<file path="src/rtl/button_debouncer.sv">
// button_debouncer: conditions one raw push-button level into a clean,
// glitch-free level. A change is accepted only after the sampled input has
// disagreed with the current output on DEBOUNCE_CYCLES+1 consecutive edges.
// The accepted level feeds a downstream edge detector. This block does not
// produce a press pulse.
//
// Build option: define BUTTON_DEBOUNCER_SYNC_EN to pass raw_input through a
// two-flop synchronizer first. Real pins need this, and it adds 2 cycles of
// latency. Leave the macro undefined only for sources already in the clk
// domain.
module button_debouncer #(
  parameter int DEBOUNCE_CYCLES = 1000
) (
  input  logic clk,
  input  logic rst,
  input  logic raw_input,
  output logic debounced_output,
  output logic busy
);

  localparam int CW = $clog2(DEBOUNCE_CYCLES + 1);
  localparam logic [CW-1:0] CNT_MAX = CW'(DEBOUNCE_CYCLES);
  localparam logic [CW-1:0] CNT_ONE = CW'(1);

  typedef enum logic [1:0] {
    STABLE_LOW  = 2'b00,
    WAIT_HIGH   = 2'b01,
    STABLE_HIGH = 2'b11,
    WAIT_LOW    = 2'b10
  } state_t;

  state_t        state_q, state_d;
  logic [CW-1:0] cnt_q, cnt_d;
  logic          out_q, out_d;
  logic          busy_q, busy_d;
  logic          s;

`ifdef BUTTON_DEBOUNCER_SYNC_EN
  logic sync1_q, sync1_d;
  logic sync2_q, sync2_d;

  // Synchronizer next values: a plain two-stage shift of the pin level.
  always_comb begin
    sync1_d = raw_input;
    sync2_d = sync1_q;
  end

  // Two-flop synchronizer. The FSM only ever sees the second stage.
  always_ff @(posedge clk or posedge rst) begin
    if (rst) begin
      sync1_q <= 1'b0;
      sync2_q <= 1'b0;
    end else begin
      sync1_q <= sync1_d;
      sync2_q <= sync2_d;
    end
  end

  assign s = sync2_q;
`else
  // The source is already in the clk domain, so the FSM samples it directly.
  assign s = raw_input;
`endif

  // Next state, counter and registered outputs. Any disagreement in WAIT drops
  // back to the stable state with the count cleared, so no credit carries
  // across a bounce.
  always_comb begin
    state_d = state_q;
    cnt_d   = cnt_q;
    out_d   = out_q;
    busy_d  = 1'b0;
    case (state_q)
      STABLE_LOW: begin
        out_d = 1'b0;
        cnt_d = '0;
        if (s) begin
          state_d = WAIT_HIGH;
          cnt_d   = CNT_ONE;
          busy_d  = 1'b1;
        end
      end
      WAIT_HIGH: begin
        out_d = 1'b0;
        if (!s) begin
          state_d = STABLE_LOW;
          cnt_d   = '0;
        end else if (cnt_q >= CNT_MAX) begin
          // This edge is the (DEBOUNCE_CYCLES+1)th agreeing sample.
          state_d = STABLE_HIGH;
          out_d   = 1'b1;
          cnt_d   = '0;
        end else begin
          cnt_d  = cnt_q + CNT_ONE;
          busy_d = 1'b1;
        end
      end
      STABLE_HIGH: begin
        out_d = 1'b1;
        cnt_d = '0;
        if (!s) begin
          state_d = WAIT_LOW;
          cnt_d   = CNT_ONE;
          busy_d  = 1'b1;
        end
      end
      WAIT_LOW: begin
        out_d = 1'b1;
        if (s) begin
          state_d = STABLE_HIGH;
          cnt_d   = '0;
        end else if (cnt_q >= CNT_MAX) begin
          state_d = STABLE_LOW;
          out_d   = 1'b0;
          cnt_d   = '0;
        end else begin
          cnt_d  = cnt_q + CNT_ONE;
          busy_d = 1'b1;
        end
      end
      default: begin
        // Any corrupted encoding recovers to a known-quiet state.
        state_d = STABLE_LOW;
        cnt_d   = '0;
        out_d   = 1'b0;
        busy_d  = 1'b0;
      end
    endcase
  end

  // State, counter and output registers. Reset clears everything at once, so
  // any pending change is discarded.
  always_ff @(posedge clk or posedge rst) begin
    if (rst) begin
      state_q <= STABLE_LOW;
      cnt_q   <= '0;
      out_q   <= 1'b0;
      busy_q  <= 1'b0;
    end else begin
      state_q <= state_d;
      cnt_q   <= cnt_d;
      out_q   <= out_d;
      busy_q  <= busy_d;
    end
  end

  // Both outputs come straight from flops, with no combinational path from the pin.
  assign debounced_output = out_q;
  assign busy             = busy_q;

endmodule

</file>
<file path="config.mk">
export PLATFORM = sky130hd
export DESIGN_NAME = button_debouncer
export DESIGN_NICKNAME = d
export VERILOG_FILES = /design/src/rtl/button_debouncer.sv
export SDC_FILE = /design/constraint.sdc
export NUM_CORES = 1
export LEC_CHECK = 0
export BUFFER_PORTS_ARGS = -buffer_cell sky130_fd_sc_hd__buf_2
export CAP_MARGIN = 30
export CORE_UTILIZATION = 31
export DETAILED_ROUTE_END_ITERATION = 8
export MAX_ROUTING_LAYER = met4
export PLACE_DENSITY_LB_ADDON = 0.12
export SYNTH_ARGS = -nofsm -noshare
export SYNTH_HDL_FRONTEND = slang
export SYNTH_SLANG_ARGS = --single-unit
</file>
<file path="constraint.sdc">
create_clock -name clk -period 4.4 [get_ports clk]
set_input_delay 0.22 -clock clk [delete_from_list [all_inputs] [get_ports clk]]
set_output_delay 0.22 -clock clk [all_outputs]
set_load 0.05 [all_outputs]
</file>
# == Word level (Yosys, flattened, before mapping) ==
# Index checks and enable logic that the tools add are counted.
# W data, S select, Z words.
# op_classes
add_sub_neg,1
magnitude_cmp,1
eq_ne,7
mux,23
n_reduce_logical,2
# op_table
op,n
$pmux W10 S4,1
$mux W10,3
$mux W2,6
$add A10 B1 Y10 const B,1
$ge A10 B10 Y1 const B,1
$mux W1,10
$pmux W1 S4,2
$pmux W2 S4,1
$ne A3 B3 Y1 const B,2
$eq A2 B2 Y1 const B,2
$ne A2 B2 Y1 const B,2
$reduce_and A4 Y1,1
$eq A2 B1 Y1 const B,1
$logic_not A2 Y1,1
# totals
reg_bits,14
input_bits,3
out_inout_bits,2
word_cells,38

# == Longest topological paths before layout ==
# Gate-level depths: netlist of the first run.
# logic_depth
ltp_word,4
mapped_depth,7
depth_no_buf,6

# == Worst setup path after synthesis of the first run ==
# Ideal clock, no wire load.
# synth_path
path_kind,flip-flop to flip-flop
startpoint,register state_q[0]
endpoint,register cnt_q[0]
setup_time_ps,132
arrival_time_ps,1348
required_time_ps,4268
setup_slack_ps,2920
stages_incl_launch_ff,8
n_path_buf,1
period_less_slack_ps,1480
cell_sequence,dfrtp_1 -> inv_1 -> ha_1 -> mux2_4 -> o21ai_2 -> or2_1 -> buf_6 -> o221ai_2
# synth_between
elab_chain_cells,2
elab_cells_between_ends,5
cone_classes,eq/ne: 3; mux: 1; reduce/logical: 1
# synth_lines
item,line_no,rtl
"start, declared",32,"state_t state_q, state_d;"
"start signal, assigned",140,state_q <= state_d;
$eq A2 B2 Y1 (tied with other cells),73,case (state_q)
$pmux W10 S4 (*),73,
via cnt_d[0],33,"logic [CW-1:0] cnt_q, cnt_d;"
"end signal, assigned",141,cnt_q <= cnt_d;
"end, declared",33,
# The timed path passes the listed nets; every way through them passes the cells marked *.
# A chain may end at the register's enable or synchronous reset.

# == Worst setup path after layout of the first run ==
# Ends and elaborated chain as after synthesis.

==> results.yml, run 1 <==
status:
  status: "completed"
timing:
  hold-worst-slack_ps: 298
  worst_pin_slew_ps: 550
  slew_headroom_pct: 63.3
  slew_viol_final: 0
  finalCriticalPeriod_ps: 1720
  final_hold_viol_count: 0
  setup-violations-final: 0
  clock.fmax_mhz: 582
  rsz0062_at_grt: "false"
  fin_skew_ps: 0.695
  fin_crit_sh_pct: 39.0
  final.setup.tns_ps: 0
synthesis:
  synth_warnings: 0
  synth_top_area_share_pct: 43.6
  synth_edf_count: 0
  yosysSeqAreaShare_pct: 43.6
  synth-simple-area-share_pct: 16.5
  muxShareOfSynthArea_pct: 3.12
  synthesis.area_um2: 803
  synth_top_family_by_area: "simple AND/OR/NAND/NOR gates"
  ys_async_sr_fraction_pct: 100
  yosysTopAreaCell: "dfrtp_1"
  syn-num-nets: 93
  ys_ff_latch: 14
  syn-mean-instance-area_um2: 9.68
  synth_commonest_cells: "nor2_1 (15), dfrtp_1 (14), inv_1 (8)"
  ys.flop_type: "dfrtp_1"
  synth_cells: 83
  synth_cell_types: 24
  synth_compound_area_share_pct: 12.8
  synth_fa_ha_area_share_pct: 10.9
  synthXorXnorAreaFrac_pct: 6.54
  synthTopCellsByArea: "dfrtp_1 (44%), ha_1 (11%), nor2_1 (7.0%)"
  synth_most_common_cell: "nor2_1"
pwr:
  p_per_area_nw_per_um2: 528
  cellLeakagePower_uw: 0.000386
  total_power_uw: 467
  ir_drop_mv: 0.293
die:
  initial_utilization_pct: 32.7
  core_area_um2: 2450
  rows: 18
  io_pins: 5
  dieArea_um2: 2800
  die_width_um: 52.9
  die_h_um: 52.9
cts:
  cts_num_sinks: 14
  path_clk_slew_ps: 90
  worstSkewPairLatency_ps: 270
  cts_resized: 0
  cts-htree-levels: 1
  numCtsBuffers: 3
  cts_root_buf: "clkbuf_4"
  cts_tree: "built"
  cts_setup_buffers: 0
  cts_buffer_depth: 2
critical_path:
  critPathLaunchType: "register"
  r2r_end: "cnt_q[0]"
  r2r-start: "state_q[0]"
  reg2regPathDepth: 6
  crit_arrival_ps: 1880
  worstPathRequired_ps: 4560
  critPathKind: "reg2reg"
  regToRegSetupSlack_ps: 2680
  cp_max_fo: 10
  worstSetupEndpointType: "register"
finish:
  area_delta_synth_final_pct: 10.1
  num-fill-cells: 254
  layout.nets: 101
  drive_above_1_share_pct: 14.4
  n_antenna_cell: 0
routing:
  ant_nets: 0
  routed_wl_um: 1440
  viasPerCell: 4.65
  route.detailed.drc: 0
  wl_per_cell_um: 12.0
  drt-initial-drc-count: 10
  vias: 558
  firstDrtPassIters: 4
placed_design:
  portBuffers: 4
  dp_hpwl_um: 1010
  gp_congestion: 0.685
hold_path:
  hold_class: "in2reg"
  whs_endpoint: "busy"
  hold_depth: 3
  hold_path.startpoint: "raw_input"
job:
  drv_cap: 0
global_routing:
  antenna_found_initial: 0
  grt_max_degree: 15
  grtUsageTotal_pct: 13.6
  grt_pass1_wl_um: 2620
  grt-ovfl-total: 0
  first_global_vias: 570
-- worst max-delay path by stage --
stage	start	end	slack, ps	cells after the start
final	state_q[0]	cnt_q[0]	2680	6
after global routing	state_q[0]	cnt_q[0]	2520	6
after CTS	state_q[0]	cnt_q[0]	2650	6
after detailed placement	state_q[0]	cnt_q[0]	2650	6
after global placement	state_q[1]	cnt_q[0]	2720	6
after floorplan	state_q[0]	cnt_q[0]	2920	7
-- routing by layer --
layer	vias up	track usage, %	part of all wire [%]
met5	-	-	0
met4	0	6.58	1.4
met3	2	2.87	4.7
met2	16	20.5	44
met1	247	17.4	49
li1	293	-	-
-- cell type report --
class,instances,area [um^2],share of cell area (%)
Clock buffer,4,36.3,4.10
Inverter,8,30.0,3.39
Sequential cell,14,350,39.6
Tap cell,30,37.5,4.24
Multi-Input combinational cell,59,400,45.3
Timing Repair Buffer,5,30.0,3.39
-- through the flow --
| step | cell area (um^2) | util (%) | setup WS, ps | instances |
|---|---|---|---|---|
| 6_report | 885 | 36.0 | 2680 | 120 |
| 4_1_cts | 885 | 36.0 | 2650 | 120 |
| 3_3_place_gp | 838 | 34.1 | 2720 | 115 |
| 5_1_grt | 885 | 36.0 | 2520 | 120 |
| 3_5_place_dp | 838 | 34.1 | 2650 | 115 |
| 2_1_floorplan | 803 | - | 2920 | 83 |
-- sequential cells by signal, indices dropped and copies added (netlist names) --
register	flops
busy	1
cnt_q	10
debounced_output	1
state_q	2
-- cells by family (layout without fill, tap and decap cells) --
logic type | count (synthesis) | in the layout
AO/OA/AOI/OAI | 14 | 14
XOR/XNOR | 6 | 6
adder cells (fa/ha/maj) | 7 | 7
buffers and inverters | 10 | 17
flip-flops | 14 | 14
multiplexers | 2 | 2
AND/OR/NAND/NOR | 30 | 30
-- worst max-delay path, stage by stage, from the launching register on --
cell	delay (ps)
dfrtp_1	390
inv_1	100
ha_1	220
mux2_4	270
o21ai_2	120
or2_1	370
o221ai_2	130
-- where the power goes --
part	internal, uW	switching [uW]	leakage, uW	total (uW)
registers	153	19.9	0.000186	173
clock network	50.3	44.1	0.0000210	94.4
logic	73.6	126	0.000179	200
-- layout by cell type (no fill, tap or decap), types with 3 or more instances in the layout --
master / n
nand3_1: 4
ha_1: 7
dfrtp_1: 14
clkbuf_4: 3
inv_1: 8
a21oi_1: 4
xnor2_1: 4
nand2_1: 4
buf_2: 4
nor2_1: 15
-- repair_timing --
item	CTS	global route
hold buffers	1	0
endpoints found under the setup margin	0	0
endpoints found under the hold margin	14	0
Note: power is estimated with default switching activity, not from simulation.
==> run 2, diff against run 1 <==
==> constraint.sdc (replaced) <==
create_clock -name clk -period 1.7 [get_ports clk]
set_input_delay 0.085 -clock clk [delete_from_list [all_inputs] [get_ports clk]]
set_output_delay 0.085 -clock clk [all_outputs]
set_load 0.05 [all_outputs]
==> results.yml, run 2 (same netlist as run 1, synthesis figures left out) <==
timing:
  slew_viol_final: 0
  final_hold_viol_count: 0
  slew_headroom_pct: 63.5
  fin_skew_ps: 12.1
  final.setup.tns_ps: 0
  rsz0062_at_grt: "false"
  worst_pin_slew_ps: 547
  setup-violations-final: 0
  clock.fmax_mhz: 627
  fin_crit_sh_pct: 93.8
  finalCriticalPeriod_ps: 1600
critical_path:
  crit_arrival_ps: 1770
  worstPathRequired_ps: 1870
  crit_slowest_cell: "dfrtp_1"
  cp_max_fo: 9
  cp_num_buf_inv: 2
  critPathLaunchType: "register"
  cp_top_family: "flip-flops"
  worstPathCellList: "inv_1 > ha_1 > mux2_4 > o21ai_4 > or2_1 > buf_6 > nor2_1"
  critPathKind: "reg2reg"
  r2r-start: "state_q[0]"
  worstSetupEndpointType: "register"
  reg2regPathDepth: 7
  crit_cells: 7
  crit_start: "state_q[0]"
  critPathMaxStageDelay_ps: 400
routing:
  drt-initial-drc-count: 9
  route.detailed.drc: 0
  viasPerCell: 4.87
  firstDrtPassIters: 6
  vias: 584
  wl_per_cell_um: 11.8
  routed_wl_um: 1420
  ant_nets: 0
die:
  dieArea_um2: 2800
  die_h_um: 52.9
  io_pins: 5
  rows: 18
  initial_utilization_pct: 32.7
  die_width_um: 52.9
  core_area_um2: 2450
pwr:
  cellLeakagePower_uw: 0.000386
  ir_drop_mv: 0.619
  p_per_area_nw_per_um2: 1340
global_routing:
  grt_pass1_wl_um: 2500
  grt-ovfl-total: 0
  first_global_vias: 570
  grt_max_degree: 15
  antenna_found_initial: 0
  grtUsageTotal_pct: 13.5
placed_design:
  dp_cells: 116
  gp_congestion: 0.728
  portBuffers: 4
  dp_hpwl_um: 1010
finish:
  drive_above_1_share_pct: 14.4
  stdcell_count: 120
  largestRegisters: "cnt_q x10, state_q x2"
  n_antenna_cell: 0
  final_cell_mix: "nor2_1 (15), dfrtp_1 (14), inv_1 (8)"
  layout.nets: 102
  final_common_cell: "nor2_1"
  top_register: "cnt_q"
  largest_reg_flops: 10
  area_delta_synth_final_pct: 10.7
cts:
  worstSkewPairLatency_ps: 290
  numCtsBuffers: 3
  cts-htree-levels: 1
  cts_num_sinks: 14
  path_clk_slew_ps: 90
  cts_root_buf: "clkbuf_4"
  cts_buffer_depth: 2
  cts_tree: "built"
job:
  drv_cap: 0
hold_path:
  hold_class: "in2reg"
  hold_depth: 3
  hold_path.startpoint: "raw_input"
status:
  status: "completed"
-- run 2: layer usage --
metal	vias up	GRT usage, %	share of wire [%]
met3	5	2.59	2.6
met2	10	21.1	47
met5	-	-	0
li1	293	-	-
met4	0	9.21	2.8
met1	276	15.5	48
-- run 2: repair_timing --
item                                    in CTS  in global routing
hold buffers                                 1                  0
buffers inserted                             0                  0
resized for setup                            0                  2
hold endpoints to repair                    14                  0
endpoints found under the setup margin       0                  9
-- run 2: path summary, 6_finish.rpt --
path	to	slack, ps
max	cnt_q[4]	100
min	busy	160
max reg2reg	cnt_q[4]	100
min reg2reg	cnt_q[9]	550
max in group asynchronous	cnt_q[6]	950
min in group asynchronous	cnt_q[0]	370
-- run 2: metrics by stage --
stage                     setup WS (ps)  util [%]  cell area, um^2  power [uW]  hold slack, ps
after floorplan                     220         -              803         884           -25.8
after global placement              142      34.5              846         986             155
after detailed placement           92.9      34.5              846         978             169
after CTS                          73.2      35.8              878        1190             146
after global routing               15.8      36.2              890        1300             169
final                               105      36.2              890        1190             158
-- run 2: where the power goes --
group / switching (uW) / internal, uW
sequential: 48.6 / 397
combinational: 332 / 218
clock: 111 / 82.3
-- run 2: final cells by class --
class	count	area [um^2]
Clock buffer	3	22.5
Multi-Input combinational cell	59	408
Tap cell	30	37.5
Fill cell	250	1570
Inverter	8	30.0
Sequential cell	14	350
Timing Repair Buffer	6	41.3
-- run 2: worst register-to-register path, cell delays in order, from the launching register on --
cell     delay (ps)
dfrtp_1         400
inv_1           100
ha_1            230
mux2_4          290
o21ai_4          90
or2_1           180
buf_6           150
nor2_1           50
==> run 3, diff against run 2 <==
--- a/config.mk
+++ b/config.mk
@@ -9,7 +9,6 @@
 export CAP_MARGIN = 30
 export CORE_UTILIZATION = 31
 export DETAILED_ROUTE_END_ITERATION = 8
-export MAX_ROUTING_LAYER = met4
 export PLACE_DENSITY_LB_ADDON = 0.12
 export SYNTH_ARGS = -nofsm -noshare
 export SYNTH_HDL_FRONTEND = slang
==> results.yml, run 3 (same netlist as run 1, synthesis figures left out) <==
status:
  status: "completed"
timing:
  slew_viol_final: 0
  finalCriticalPeriod_ps: 1590
  final_hold_viol_count: 0
  fin_crit_sh_pct: 93.7
  clock.fmax_mhz: 628
  setup-violations-final: 0
  slew_headroom_pct: 63.4
  fin_skew_ps: 14.0
  worst_pin_slew_ps: 549
  rsz0062_at_grt: "false"
  final.setup.tns_ps: 0
  fin_ws_ps: 107
pwr:
  ir_drop_mv: 0.613
  cellLeakagePower_uw: 0.000386
  p_per_area_nw_per_um2: 1330
critical_path:
  crit_slowest_cell: "dfrtp_1"
  r2r-start: "state_q[0]"
  crit_start: "state_q[0]"
  worstPathRequired_ps: 1870
  worstPathCellList: "inv_1 > ha_1 > mux2_4 > o21ai_4 > or2_1 > buf_6 > nor2_1"
  worstSetupEndpointType: "register"
  cp_max_fo: 9
  cp_num_buf_inv: 2
  critPathMaxStageDelay_ps: 400
  cp_top_family: "flip-flops"
  critPathKind: "reg2reg"
  crit_arrival_ps: 1760
  critPathLaunchType: "register"
die:
  rows: 18
  initial_utilization_pct: 32.7
  io_pins: 5
  die_h_um: 52.9
  dieArea_um2: 2800
  core_area_um2: 2450
  die_width_um: 52.9
finish:
  num-fill-cells: 250
  n_antenna_cell: 0
  largest_reg_flops: 10
  top_register: "cnt_q"
  area_delta_synth_final_pct: 10.7
  final_cell_mix: "nor2_1 (15), dfrtp_1 (14), inv_1 (8)"
  drive_above_1_share_pct: 14.4
  final_common_cell: "nor2_1"
  multi_input_area_um2: 408
  ff_latch_area_um2: 350
  largestRegisters: "cnt_q x10, state_q x2"
  layout.nets: 102
global_routing:
  antenna_found_initial: 0
  grtUsageTotal_pct: 13.1
  met3_usage_pct: 2.59
  grt_util_met2_pct: 21.1
  grt_max_degree: 15
  grt_util_met1_pct: 15.5
  top_usage_layer: "met2"
  first_global_vias: 570
  grt-ovfl-total: 0
  grt_pass1_wl_um: 2500
cts:
  cts-htree-levels: 1
  cts_root_buf: "clkbuf_4"
  cts_num_sinks: 14
  cts_setup_buffers: 0
  cts_tree: "built"
  numCtsBuffers: 3
  path_clk_slew_ps: 90
  cts_buffer_depth: 2
  worstSkewPairLatency_ps: 280
job:
  drv_cap: 0
routing:
  routed_wl_um: 1420
  route.detailed.drc: 0
  viasPerCell: 4.88
  wl_per_cell_um: 11.8
  drt-initial-drc-count: 11
  vias: 586
  ant_nets: 0
  firstDrtPassIters: 4
placed_design:
  pre_cts_ws_ps: 92.9
  gp_congestion: 0.720
  portBuffers: 4
  dp_hpwl_um: 1010
hold_path:
  hold_class: "in2reg"
  hold_path.startpoint: "raw_input"
==> run 3: worst register-to-register path: cells and delay by family, from the launching register on <==
family,cells,cell delay (ps)
DFF,1,400
muxes,1,280
buffers and inverters,2,250
and+or+nand+nor,2,230
adders and majority gates,1,220
AOI/OAI and AO/OA,1,90
==> run 3: report_power, final <==
group | total (uW) | switching [uW] | internal, uW
Clock | 192 | 110 | 82.2
Sequential | 445 | 48.6 | 397
Combinational | 550 | 332 | 218
==> run 3: per-layer routing <==
metal	up-vias	part of all wire, %
met2	11	46
met3	4	2.9
met5	-	0
met1	278	49
met4	0	2.2
li1	293	-
==> run 3: area by class of cell <==
class / instances / share of cell area [%]
multi-input cells: 59 / 45.9
flip-flops and latches: 14 / 39.4
repair buffers: 6 / 4.64
well taps: 30 / 4.22
inverters: 8 / 3.38
clock buffers: 3 / 2.53
==> run 3: per-stage QoR <==
stage	hold slack [ps]	std cells	util [%]	cell area, um^2	power, uW
6_report	163	120	36.2	890	1190
5_1_grt	169	120	36.2	890	1300
3_5_place_dp	169	116	34.5	846	978
2_1_floorplan	-25.8	83	-	803	884
3_3_place_gp	155	116	34.5	846	986
4_1_cts	146	120	35.8	878	1190
==> run 3: final timing paths <==
check                           end  slack (ps)  cells after the start
max                        cnt_q[4]         110                      7
min                            busy         160                      3
max reg2reg                cnt_q[4]         110                      7
min reg2reg                cnt_q[9]         550                      2
max in group asynchronous  cnt_q[6]         950                      3
min in group asynchronous  cnt_q[0]         380                      3
==> run 3: repair_timing <==
action	in CTS	in global routing
gates resized for setup	0	2
endpoints found under the setup margin	0	9
endpoints found under the hold margin	14	0
hold buffers	1	0
